**src/rtl/mac_operand_feeder_pkg.sv**
```systemverilog
// Shared types and operand widths for the int4 x int8 MAC operand feeder.
package mac_feed_pkg;

   localparam int A_W   = 4;
   localparam int B_W   = 8;
   localparam int ACC_W = 26;

   typedef enum logic [2:0] {
      ST_IDLE,
      ST_CLEAR,
      ST_RUN,
      ST_DRAIN,
      ST_DONE
   } feed_state_t;

endpackage

```
**src/rtl/mac_operand_feeder_op_fifo.sv**
```systemverilog
// Synchronous FIFO with registered occupancy; a word pushed in cycle t is poppable from t+1.
module op_fifo #(
   parameter int WIDTH = 8,
   parameter int DEPTH = 4
) (
   input  logic             clk,
   input  logic             reset,
   input  logic             push,
   input  logic [WIDTH-1:0] push_data,
   input  logic             pop,
   output logic [WIDTH-1:0] pop_data,
   output logic             full,
   output logic             empty
);

   localparam int PTR_W = $clog2(DEPTH);

   logic [WIDTH-1:0] mem [DEPTH];
   logic [PTR_W:0]   wr_ptr;
   logic [PTR_W:0]   rd_ptr;
   logic             do_push;
   logic             do_pop;

   assign do_push = push && !full;
   assign do_pop  = pop && !empty;

   // Extra pointer bit separates the full and empty cases when the indices match.
   assign empty    = (wr_ptr == rd_ptr);
   assign full     = (wr_ptr[PTR_W-1:0] == rd_ptr[PTR_W-1:0]) && (wr_ptr[PTR_W] != rd_ptr[PTR_W]);
   assign pop_data = mem[rd_ptr[PTR_W-1:0]];

   always_ff @(posedge clk) begin
      if (reset) begin
         wr_ptr <= '0;
         rd_ptr <= '0;
      end else begin
         if (do_push) wr_ptr <= wr_ptr + 1'b1;
         if (do_pop)  rd_ptr <= rd_ptr + 1'b1;
      end
   end

   always_ff @(posedge clk) begin
      if (do_push) mem[wr_ptr[PTR_W-1:0]] <= push_data;
   end

endmodule

```
**src/rtl/mac_operand_feeder.sv**
```systemverilog
// Buffers activation/weight beats and feeds the double int4 x int8 MAC one beat per cycle.
module mac_operand_feeder
   import mac_feed_pkg::*;
#(
   parameter int LEN_W      = 16,
   parameter int FIFO_DEPTH = 4
) (
   input  logic               clk,
   input  logic               reset,
   input  logic               start,
   input  logic [LEN_W-1:0]   len,
   output logic               busy,
   output logic               done,
   input  logic               a_valid,
   output logic               a_ready,
   input  logic [2*A_W-1:0]   a_data,
   input  logic               b_valid,
   output logic               b_ready,
   input  logic [2*B_W-1:0]   b_data,
   output logic               mac_clr,
   output logic               pulse,
   output logic [A_W-1:0]     out_a1,
   output logic [A_W-1:0]     out_a2,
   output logic [B_W-1:0]     out_b1,
   output logic [B_W-1:0]     out_b2
);

   feed_state_t        state;
   feed_state_t        state_next;
   logic [LEN_W-1:0]   cnt;
   logic [LEN_W-1:0]   len_q;
   logic               a_full;
   logic               a_empty;
   logic               b_full;
   logic               b_empty;
   logic [2*A_W-1:0]   a_head;
   logic [2*B_W-1:0]   b_head;
   logic               pop_p0;
   logic               last_pop_p0;

   op_fifo #(.WIDTH(2*A_W), .DEPTH(FIFO_DEPTH)) u_a_fifo (
      .clk       (clk),
      .reset     (reset),
      .push      (a_valid),
      .push_data (a_data),
      .pop       (pop_p0),
      .pop_data  (a_head),
      .full      (a_full),
      .empty     (a_empty)
   );

   op_fifo #(.WIDTH(2*B_W), .DEPTH(FIFO_DEPTH)) u_b_fifo (
      .clk       (clk),
      .reset     (reset),
      .push      (b_valid),
      .push_data (b_data),
      .pop       (pop_p0),
      .pop_data  (b_head),
      .full      (b_full),
      .empty     (b_empty)
   );

   assign a_ready = !a_full;
   assign b_ready = !b_full;

   // Stage 0: pop decision from registered state only, so no input reaches an output combinationally.
   assign pop_p0      = (state == ST_RUN) && !a_empty && !b_empty && (cnt < len_q);
   assign last_pop_p0 = pop_p0 && (({1'b0, cnt} + {{LEN_W{1'b0}}, 1'b1}) == {1'b0, len_q});

   always_comb begin
      state_next = state;
      case (state)
         ST_IDLE:  if (start) state_next = ST_CLEAR;
         ST_CLEAR: state_next = (len_q == '0) ? ST_DONE : ST_RUN;
         ST_RUN:   if (last_pop_p0) state_next = ST_DRAIN;
         ST_DRAIN: state_next = ST_DONE;
         ST_DONE:  state_next = ST_IDLE;
         default:  state_next = ST_IDLE;
      endcase
   end

   // Status outputs are decoded from the next state so they line up with the state register.
   always_ff @(posedge clk) begin
      if (reset) begin
         state   <= ST_IDLE;
         cnt     <= '0;
         len_q   <= '0;
         busy    <= 1'b0;
         done    <= 1'b0;
         mac_clr <= 1'b0;
         pulse   <= 1'b0;
      end else begin
         state   <= state_next;
         busy    <= (state_next != ST_IDLE);
         done    <= (state_next == ST_DONE);
         mac_clr <= (state_next == ST_CLEAR);
         pulse   <= pop_p0;
         if (state == ST_IDLE && start) begin
            len_q <= len;
            cnt   <= '0;
         end else if (pop_p0) begin
            cnt <= cnt + 1'b1;
         end
      end
   end

   // Stage 1: operand registers hold across bubbles.
   always_ff @(posedge clk) begin
      if (reset) begin
         out_a1 <= '0;
         out_a2 <= '0;
         out_b1 <= '0;
         out_b2 <= '0;
      end else if (pop_p0) begin
         out_a1 <= a_head[A_W-1:0];
         out_a2 <= a_head[2*A_W-1:A_W];
         out_b1 <= b_head[B_W-1:0];
         out_b2 <= b_head[2*B_W-1:B_W];
      end
   end

endmodule
```
**config.mk**
```make
export PLATFORM = sky130hd
export DESIGN_NAME = mac_operand_feeder
export DESIGN_NICKNAME = d
export VERILOG_FILES = /design/src/rtl/mac_operand_feeder_pkg.sv /design/src/rtl/mac_operand_feeder_op_fifo.sv /design/src/rtl/mac_operand_feeder.sv
export SDC_FILE = /design/constraint.sdc
export NUM_CORES = 1
export LEC_CHECK = 0
export CAP_MARGIN = 40
export CORE_MARGIN = 2
export CORE_UTILIZATION = 40
export CTS_CLUSTER_DIAMETER = 100
export DETAILED_ROUTE_END_ITERATION = 16
export GPL_TIMING_DRIVEN = 0
export PLACE_DENSITY = 0.61
export SETUP_SLACK_MARGIN = 0.05
export SLEW_MARGIN = 10
export SYNTH_ARGS = -nofsm -noshare
export SYNTH_HDL_FRONTEND = slang
export SYNTH_SLANG_ARGS = --single-unit
```
**constraint.sdc**
```tcl
create_clock -name clk -period 2.34 [get_ports clk]
set_input_delay 0.585 -clock clk [delete_from_list [all_inputs] [get_ports clk]]
set_output_delay 0.585 -clock clk [all_outputs]
set_load 0.05 [all_outputs]
```
==> metrics.cfg <==
[status]
status=finished with violations
violations=setup timing

[worst_setup_path]
start_kind=register
cp_max_fo=5
critPathRequiredTime_ns=2.66
max_stage_delay_ns=0.41
slowest_stage=o41ai_4
arrival_ns=2.71
crit_path_end_kind=register
crit_chain=inv_4, ha_4, o21a_1, o21ai_2, nor2_2, o41ai_4, buf_4, and2_4, buf_8, a211oi_4, a31o_2
critPathKind=register to register

[flow_run]
maxCapViolations=0

[placement]
gp_congestion=0.901
dp_hpwl_mm=11.8
dp_worst_setup_slack_ns=-0.966
placed_area_mm2=0.00850
io_buffers=74

[synth]
synthXorXnorAreaFrac_pct=4.40
yosys.area_share.adder_pct=4.58
ys_seq_area_share_pct=59.5
synth_edf_count=96
synth_top_family_by_area=simple AND/OR/NAND/NOR gates
synthFlopType=edfxtp_1
async_reset_ff_share_pct=0
synth_mux_area_share_pct=7.89
yosysUniqueCellTypes=55
syn_inst=609
synth-simple-area-share_pct=13.0
netlist_area_mm2=0.00737
ys_ff_latch=171
syn_avg_cell_area_um2=12.1
synth_nets=681
yosysWarnings=0
synth_compound_area_share_pct=7.35

[drt]
drc_errors=0
viasPerCell=5.24
drt_iter0_markers=247
antenna_left=0
routedWlPerCell_um=18.0
wirelength_mm=17.5
vias=5096
dr.pass1.iters=6

[cells_and_area]
syn_to_final_growth_pct=33.4
layout_commonest_cell=edfxtp_1
layout_common_cells=edfxtp_1, nand2_1, clkdlybuf4s50_1
fin_area_mm2=0.00983
final_net_count=802
drive_above_1_share_pct=25.0
post-route-util_pct=54.6
diodes=0

[pwr]
leakage_nw=3.54
seqPwrFrac_pct=48.8
p_switching_mw=1.81
swShare_pct=26.1
combPwrFrac_pct=10.3
powerDensity_mw_per_mm2=703
p_int_mw=5.11
ir_drop_mv=0.512
pwr-share-clk_pct=40.9

[clock_tree]
h-tree-depth=4
cts_tree=yes
clockBufferDepth=2
cts_sinks=171
clock_latency_ns=0.44
cts_root_buffer=clkbuf_16
holdBufCountCts=0
clkTransAtPathRegs_ns=0.07
cts_buffers=17

[die]
die_x_um=140
start_util_pct=40.9
fp.dieH_um=140
ioPinCount=75
placementRows=49
core_area_mm2=0.0180
dieArea_mm2=0.0195

[global_routing]
grt_usage_pct=18.3
grt_pass1_vias=5239
antenna_found_initial=0
grt_start_max_net_pins=20
grt_pass1_wl_mm=27.5
overflow=0

[timing]
finalCritPeriodShare_pct=102
fmax_mhz=418
period_minus_slack_ns=2.39
slew-limit-headroom_pct=50.3
setup_viol=21
finalHoldViolations=0
rsz0062_at_grt=yes
worst-slew-pin-transition_ns=0.745
slew_viol_final=0
fin_ws_ns=-0.0519
clock_skew_ns=0.0199

[hold_path]
hold_class=register to register

[cell families after synthesis]
logic type	count (synthesis)
simple gates	205
flops	171
compound gates	87
buf+inv	54
xor+xnor	37
mux	28
fa+ha+maj	27
[final timing paths]
kind / startpoint / slack [ns] / end / cells past startpoint
worst min-delay path: out_b2[2] / 0.46 / out_b2[2] / 2
worst max-delay path: len_q[4] / -0.05 / cnt[7] / 11
worst min register to register: out_b2[2] / 0.46 / out_b2[2] / 2
worst max register to register: len_q[4] / -0.05 / cnt[7] / 11
[power by group through the flow]
stage	clock, mW	combinational, mW	sequential, mW
6_report	2.83	0.713	3.37
5_1_grt	3.02	0.773	3.39
4_1_cts	2.89	0.688	3.37
3_5_place_dp	0	0.613	3.44
3_3_place_gp	0	0.580	3.43
2_1_floorplan	0	0.328	3.45
[metal layers]
metal / share of wire, % / global-route usage [%]
met2: 51 / 30.4
met4: 1.9 / 6.63
met3: 4.3 / 4.44
met5: 0 / 0
met1: 43 / 23.4
[critical path: cells and delay by family, from the launching register on]
kind	cells	cell delay, ns
buffers and inverters	3	0.39
adder cells (fa/ha/maj)	1	0.22
AND/OR/NAND/NOR	2	0.26
flip-flops	1	0.36
AO/OA/AOI/OAI	5	1.05
[cell type report]
cell class,count,area [um^2]
fill,1537,8190
buffer,24,209
inverter,28,108
timing repair buffer,104,1100
clock inverter,14,168
tap,229,287
sequential,171,4410
multi-input combinational,384,3120
clock buffer,18,439
[state kept, by name, summed over array words and instances (netlist names)]
| register | count |
|---|---|
| done | 1 |
| state | 3 |
| out_a1 | 4 |
| u_b_fifo.wr_ptr | 3 |
| out_a2 | 4 |
| out_b1 | 8 |
| mac_clr | 1 |
| pulse | 1 |
| out_b2 | 8 |
| cnt | 16 |
| len_q | 16 |
| u_b_fifo.mem | 64 |
| u_a_fifo.mem | 32 |
| u_b_fifo.rd_ptr | 3 |
| u_a_fifo.rd_ptr | 3 |
| u_a_fifo.wr_ptr | 3 |
| busy | 1 |
[cell usage after synthesis (all sizes together), types with 6 or more instances]
cell | number | area, um^2
mux4 | 24 | 541
nand2 | 104 | 393
and3 | 11 | 70.1
xor2 | 14 | 123
o21ai | 6 | 30.0
edfxtp | 96 | 2880
a21oi | 50 | 250
nor4 | 11 | 68.8
nor3 | 8 | 40.0
xnor2 | 23 | 201
nor2 | 30 | 115
a21o | 6 | 45.0
clkbuf | 15 | 77.6
buf | 11 | 61.3
inv | 28 | 105
ha | 27 | 338
dfxtp | 75 | 1500
nand3 | 14 | 75.1
and2 | 6 | 37.5
[through the flow]
step                hold WS, ns  std cells  total power, mW  TNS [ns]
floorplan                 0.443        609             3.78         0
global placement          0.445        912             4.01    -22.72
detailed placement        0.446        917             4.05    -25.88
CTS                       0.461        966             6.95    -0.768
global route              0.484        972             7.18     -4.07
finish                    0.460        972             6.92    -0.356
[what timing repair did]
item,in CTS,in global routing
endpoints found under the setup margin,48,48
pin swaps,18,15
setup buffers,16,8
resized for setup,80,71
cloned,1,2
(Power assumes the default switching activity.)
